### config.mk
export PLATFORM = sky130hd
export DESIGN_NAME = mod_leg_servo_pwm
export DESIGN_NICKNAME = d
export VERILOG_FILES = /design/src/rtl/mod_leg_servo_pwm_pkg.sv /design/src/rtl/mod_leg_servo_pwm_frame_timer.sv /design/src/rtl/mod_leg_servo_pwm.sv
export SDC_FILE = /design/constraint.sdc
export NUM_CORES = 1
export LEC_CHECK = 0
export ABC_CLOCK_PERIOD_IN_PS = 16430
export BUFFER_PORTS_ARGS = -buffer_cell sky130_fd_sc_hd__buf_2
export CORE_ASPECT_RATIO = 2
export CORE_MARGIN = 2
export CORE_UTILIZATION = 26
export CTS_BUF_LIST = sky130_fd_sc_hd__clkbuf_4
export DETAILED_ROUTE_END_ITERATION = 16
export HOLD_SLACK_MARGIN = 0.15
export PLACE_DENSITY = 0.44
export RECOVER_POWER = 50
export SYNTH_ARGS = -nofsm -noshare
export SYNTH_HDL_FRONTEND = slang
export SYNTH_SLANG_ARGS = --single-unit
### constraint.sdc
create_clock -name clk -period 16.43 [get_ports clk]
set_clock_uncertainty 0.2 [all_clocks]
set_input_delay 0.8215 -clock clk [delete_from_list [all_inputs] [get_ports clk]]
set_output_delay 0.8215 -clock clk [all_outputs]
set_load 0.005 [all_outputs]
### src/rtl/mod_leg_servo_pwm_pkg.sv
// Shared definitions for the leg-servo PWM channels and the gait machines.
// Holds the gait state indices, slew FSM encoding and default timing constants.
// Also provides the per-frame slew step used when moving the pulse width.
package mod_leg_servo_pwm_pkg;

  // Bit positions of the one-hot gait state vector
  localparam int ST0        = 0;
  localparam int ST1        = 1;
  localparam int ST2        = 2;
  localparam int NUM_STATES = 3;

  // Slew FSM: HOLD when the pulse width sits on target, RAMP while moving
  typedef enum logic {
    HOLD = 1'b0,
    RAMP = 1'b1
  } slew_state_t;

  // Default timing for a 50 MHz clock driving a standard hobby servo
  localparam int DEF_CLK_DIV   = 50;
  localparam int DEF_PERIOD_US = 20000;
  localparam int DEF_PW0_US    = 1000;
  localparam int DEF_PW1_US    = 1500;
  localparam int DEF_PW2_US    = 2000;
  localparam int DEF_STEP_US   = 10;

  // Move cur toward tgt by at most step, never past tgt
  function automatic int unsigned slew_step(input int unsigned cur,
                                            input int unsigned tgt,
                                            input int unsigned step);
    int unsigned res;
    if (tgt > cur) begin
      res = ((tgt - cur) > step) ? (cur + step) : tgt;
    end else begin
      res = ((cur - tgt) > step) ? (cur - step) : tgt;
    end
    return res;
  endfunction

endpackage

### src/rtl/mod_leg_servo_pwm_frame_timer.sv
// Microsecond prescaler plus PWM frame counter, reusable by any PWM channel.
// us_tick is combinational from the prescaler; frame_start is registered so it
// lines up with the cycle both counters read zero (never the cycle after reset).
module mod_us_frame_timer #(
  parameter int CLK_DIV   = 50,
  parameter int PERIOD_US = 20000,
  parameter int FW        = $clog2(PERIOD_US)
) (
  input  logic          clk,
  input  logic          rst,
  output logic          us_tick,
  output logic [FW-1:0] frame_cnt,
  output logic          frame_start
);

  localparam int PS_W = (CLK_DIV > 1) ? $clog2(CLK_DIV) : 1;

  logic [PS_W-1:0] prescaler;
  logic            frame_last;

  assign us_tick    = (prescaler == PS_W'(CLK_DIV - 1));
  assign frame_last = (frame_cnt == FW'(PERIOD_US - 1));

  // Prescaler and frame counter; frame_start flags the wrap back to zero
  always_ff @(posedge clk) begin
    if (rst) begin
      prescaler   <= '0;
      frame_cnt   <= '0;
      frame_start <= 1'b0;
    end else begin
      frame_start <= us_tick && frame_last;
      if (us_tick) begin
        prescaler <= '0;
        frame_cnt <= frame_last ? '0 : frame_cnt + FW'(1);
      end else begin
        prescaler <= prescaler + PS_W'(1);
      end
    end
  end

endmodule

### src/rtl/mod_leg_servo_pwm.sv
// Converts a one-hot gait state into a slew-limited hobby-servo PWM pulse.
// pwm is registered (one clk behind the frame counter); widths change only at
// frame boundaries, so a pulse in progress is never truncated or stretched.
module mod_leg_servo_pwm
  import mod_leg_servo_pwm_pkg::*;
#(
  parameter int CLK_DIV   = DEF_CLK_DIV,
  parameter int PERIOD_US = DEF_PERIOD_US,
  parameter int PW0_US    = DEF_PW0_US,
  parameter int PW1_US    = DEF_PW1_US,
  parameter int PW2_US    = DEF_PW2_US,
  parameter int STEP_US   = DEF_STEP_US
) (
  input  logic clk,
  input  logic rst,
  input  logic state0,
  input  logic state1,
  input  logic state2,
  output logic pwm,
  output logic frame_start,
  output logic at_target,
  output logic fault
);

  localparam int W = $clog2(PERIOD_US);

  logic [W-1:0]            frame_cnt;
  logic                    us_tick_unused;
  logic [NUM_STATES-1:0]   st_vec;
  logic                    onehot;
  logic [W-1:0]            tgt_dec;
  logic [W-1:0]            pw_next;
  logic [W-1:0]            pw_eff;
  logic [W-1:0]            cur_pw;
  logic [W-1:0]            target;
  slew_state_t             slew_st;

  // The microsecond tick is only needed inside the timer for this channel
  mod_us_frame_timer #(
    .CLK_DIV  (CLK_DIV),
    .PERIOD_US(PERIOD_US),
    .FW       (W)
  ) u_timer (
    .clk        (clk),
    .rst        (rst),
    .us_tick    (us_tick_unused),
    .frame_cnt  (frame_cnt),
    .frame_start(frame_start)
  );

  // Decode the gait state; anything not one-hot keeps the previous target
  always_comb begin
    st_vec      = '0;
    st_vec[ST0] = state0;
    st_vec[ST1] = state1;
    st_vec[ST2] = state2;
    onehot      = 1'b1;
    tgt_dec     = target;
    if (st_vec == NUM_STATES'(1 << ST0)) begin
      tgt_dec = W'(PW0_US);
    end else if (st_vec == NUM_STATES'(1 << ST1)) begin
      tgt_dec = W'(PW1_US);
    end else if (st_vec == NUM_STATES'(1 << ST2)) begin
      tgt_dec = W'(PW2_US);
    end else begin
      onehot  = 1'b0;
    end
  end

  // Width for the coming frame; on the boundary cycle the stepped value is
  // used immediately so the new frame's very first compare is already correct
  always_comb begin
    pw_next = W'(slew_step(32'(cur_pw), 32'(tgt_dec), 32'(STEP_US)));
    pw_eff  = frame_start ? pw_next : cur_pw;
  end

  // Slew FSM: pulse width only moves on frame boundaries, toward the target
  always_ff @(posedge clk) begin
    if (rst) begin
      cur_pw    <= W'(PW0_US);
      target    <= W'(PW0_US);
      slew_st   <= HOLD;
      at_target <= 1'b1;
    end else begin
      target <= tgt_dec;
      if (frame_start) begin
        cur_pw <= pw_next;
      end
      case (slew_st)
        HOLD: begin
          if (pw_eff != tgt_dec) begin
            slew_st   <= RAMP;
            at_target <= 1'b0;
          end
        end
        RAMP: begin
          if (pw_eff == tgt_dec) begin
            slew_st   <= HOLD;
            at_target <= 1'b1;
          end
        end
        default: begin
          slew_st   <= HOLD;
          at_target <= 1'b1;
        end
      endcase
    end
  end

  // PWM output register; widths at or beyond the period hold pwm high
  always_ff @(posedge clk) begin
    if (rst) begin
      pwm <= 1'b0;
    end else begin
      pwm <= (frame_cnt < pw_eff);
    end
  end

  // Sticky fault on any all-zero or multi-hot gait state
  always_ff @(posedge clk) begin
    if (rst) begin
      fault <= 1'b0;
    end else if (!onehot) begin
      fault <= 1'b1;
    end
  end

endmodule

==> results.md <==
- Status: finished with violations
- Failing checks: max-capacitance violations, max-slew violations
- Peak VDD IR: 0.0348 mV
- Crit path max-delay cell type: o21ai_0
- Max Slew Vio Count: 31
- Nets@finish: between 700 and 800
- TNS Setup: 0 ns
- RSZ-0062 raised after global routing: no
- DRC Markers: 0
- Grt total ovfl: 0
- Clk sinks: 56
- Largest family of logic cells by synthesized area: compound AO/OA/AOI/OAI gates
- CTS tree: done
- Root Driver: clkbuf_4
- Arrival @ worst endpoint: approximately 8.6 ns
- CTS Buf Count: 5
- Vias post-DR: roughly 5300
- Die area: approximately 0.022 mm^2
- Post-Syn Nets: just under 800
- Mapped Area: ~0.0054 mm^2
- FFs w/ async S/R, synth: 0%
- Crit path kind: input pin to flop
- Post-DP HPWL: 16.8 mm
- Yosys cell types: between 70 and 80
- Die width: 106 um
- Setup violators final: 0
- Core Util, Final: between 20 and 30%
- Slew headroom: -0.536%
- Critical path launch point type: input pin
- Worst skew pair latency: ~0.42 ns
- Fin crit period: 8.46 ns
- First drt pass iteration count: 5
- Number of global-route vias before repair: between 5000 and 6000
- Synth Warn #: 0
- Fill cells: roughly 2300
- Post-synth EDFFs: 0
- Worst flop-to-flop path startpoint: target[10]$_SDFF_PP0_
- Post-synth top area cell: dfxtp_1
- Crit path capture type: flop
- Routed WL: around 20 mm
- Worst Path Max Fanout: 11
- Multiplexer area fraction after synthesis: 2.31%
- Tot GR Track Use: 18.8%
- Antenna Nets Post-Route: 0
- Xor/xnor share of the synthesized area: about 10%
- Drt wl/cell: just over 20 um
- Vias per cell: around 5.4
- CTS max path bufs: 2
- Synth Area in Adders: roughly 12%
- Max_cap viols: 2
- Hold_buf cts: 0
- Core footprint: roughly 0.02 mm^2
- Slew @ Worst Pin: roughly 1.5 ns
- Total power density per cell area: 62.9 mW/mm^2
- Worst hold path type: flop to flop
- Placer Congestion: 0.920
- M1 WL: between 6 and 7 mm
- Ys flop type: dfxtp_1
- Hold Vio Cnt, Final: 0
- Largest net degree at the start of global routing: 31
- Top-count cell post-synth: nor2_1
- Commonest cells post-synth: nor2_1, nand2_1, dfxtp_1
- Area delta synth->final: 5.57%
- Share of the synthesized area in the top cell type: 20.7%
- Clock transition at the registers of the reported paths: 0.17 ns
- Wire length on met2: between 10 and 15 mm
- Routed wl met3: 400 um
- Share of cells above drive strength 1: between 5 and 6%
- Yosys reg bits: between 50 and 60
- Part of the cycle the worst path needs: a little over 50%
- Row Count: 74
- Simple logic cell fraction of the synthesized area: a little under a quarter
- Resized Gates After CTS: 0
- Worst EP required: roughly 17 ns
- Overall Power: 359 uW
- Post-CTS Setup Bufs: 0
- Largest stage delay on the critical path: about 1.2 ns
- Hold Crit Start: u_timer.prescaler[0]$_SDFF_PP0_
- Initial antenna violation count: 1
- H-tree levels: 2
- Crit. Startpoint: state2
- Starting density of the core: 26.4%
- DR iter-0 viols: 270
- Port-buffer cells: 8
- Chip height: about 210 um
- Post-synthesis sequential area ratio: just over 20%
- Fmax: around 120 MHz
- Synth Area in Compound Gates: 24.5%
- Uppermost layer routed: met4
- Static Leak: around 2.4 nW
- Global-route wire length before repair: between 30 and 40 mm
- Avg Synthesized Cell Area: roughly 7.4 um^2
- Top post-synthesis cells by area: dfxtp_1, ha_1, xnor2_1, nor2_1, a21oi_1
- # IOs: 9
- Post-Syn Instances: about 730
## metal layers
| layer | global-route usage [%] | vias up |
|---|---|---|
| li1 | - | 2569 |
| met1 | 16.5 | 2518 |
| met2 | 36.8 | 146 |
| met3 | 1.44 | 74 |
| met4 | 16.3 | 0 |
| met5 | 0 | - |
## worst max-delay path: cells and delay by family
| kind | cells | cell delay, ns |
|---|---|---|
| AOI/OAI and AO/OA | 11 | 3.32 |
| adders and majority gates | 2 | 0.75 |
| xor gates and xnor gates | 1 | 0.18 |
| muxes | 3 | 0.59 |
| and+or+nand+nor | 8 | 2.40 |
| buffers and inverters | 3 | 0.54 |
## cell usage in the layout, fill, tap and decap left out, types with 10 or more instances in the layout
cell and instances:
nor2_1 86, nand2_1 58, dfxtp_1 56, a21oi_1 52
o21ai_0 48, ha_1 47, inv_1 46, xnor2_1 40
nand3_1 30, nor3_1 23, xor2_1 22, nand4_1 14
a21o_1 10, nor4_1 10
## through the flow
stage	hold WS (ns)	setup slack, ns	cell area, um^2	instances
4_1_cts	0.303	8.59	5720	983
6_report	0.290	7.97	5710	984
2_1_floorplan	0.230	9.75	5410	732
3_3_place_gp	0.256	8.24	5660	975
5_1_grt	0.318	7.35	5710	984
3_5_place_dp	0.264	8.15	5660	975
## cell families (layout without fill, tap and decap cells)
kind of cell / after synthesis / after routing
simple gates: 269 / 269
compound gates: 197 / 197
buf+inv: 85 / 70
xor+xnor: 62 / 62
flops: 56 / 56
fa+ha+maj: 51 / 51
mux: 12 / 12
other cells: 0 / 1
## state kept, by name, indices dropped and copies added, names as in the netlist
| signal | cells |
|---|---|
| cur_pw | 15 |
| target | 15 |
| u_timer.frame_cnt | 15 |
| u_timer.prescaler | 6 |
| at_target | 1 |
| fault | 1 |
| pwm | 1 |
| slew_st | 1 |
| u_timer.frame_start | 1 |
## power breakdown
part	internal (mW)	switching [mW]
clock network	0.0174	0.0498
registers	0.140	0.00417
logic	0.0492	0.0988
total	0.206	0.153
## layout make-up
cell class / instances / area, um^2 / area share (%)
repair buffers: 14 / 71.3 / 1.25
flip-flops and latches: 56 / 1120 / 19.6
clock inverters: 3 / 22.5 / 0.394
diodes: 1 / 2.50 / 0.0438
clock buffers: 5 / 37.5 / 0.657
well taps: 266 / 333 / 5.83
inverters: 48 / 180 / 3.15
multi-input cells: 591 / 3950 / 69.1
## worst paths after layout
check,to,slack (ns),depth (start not counted)
max,pwm$_SDFF_PP0_,7.97,28
min,u_timer.prescaler[0]$_SDFF_PP0_,0.29,1
max reg2reg,pwm$_SDFF_PP0_,9.21,24
min reg2reg,u_timer.prescaler[0]$_SDFF_PP0_,0.29,1
No activity file was read; power rests on OpenSTA's default activity.
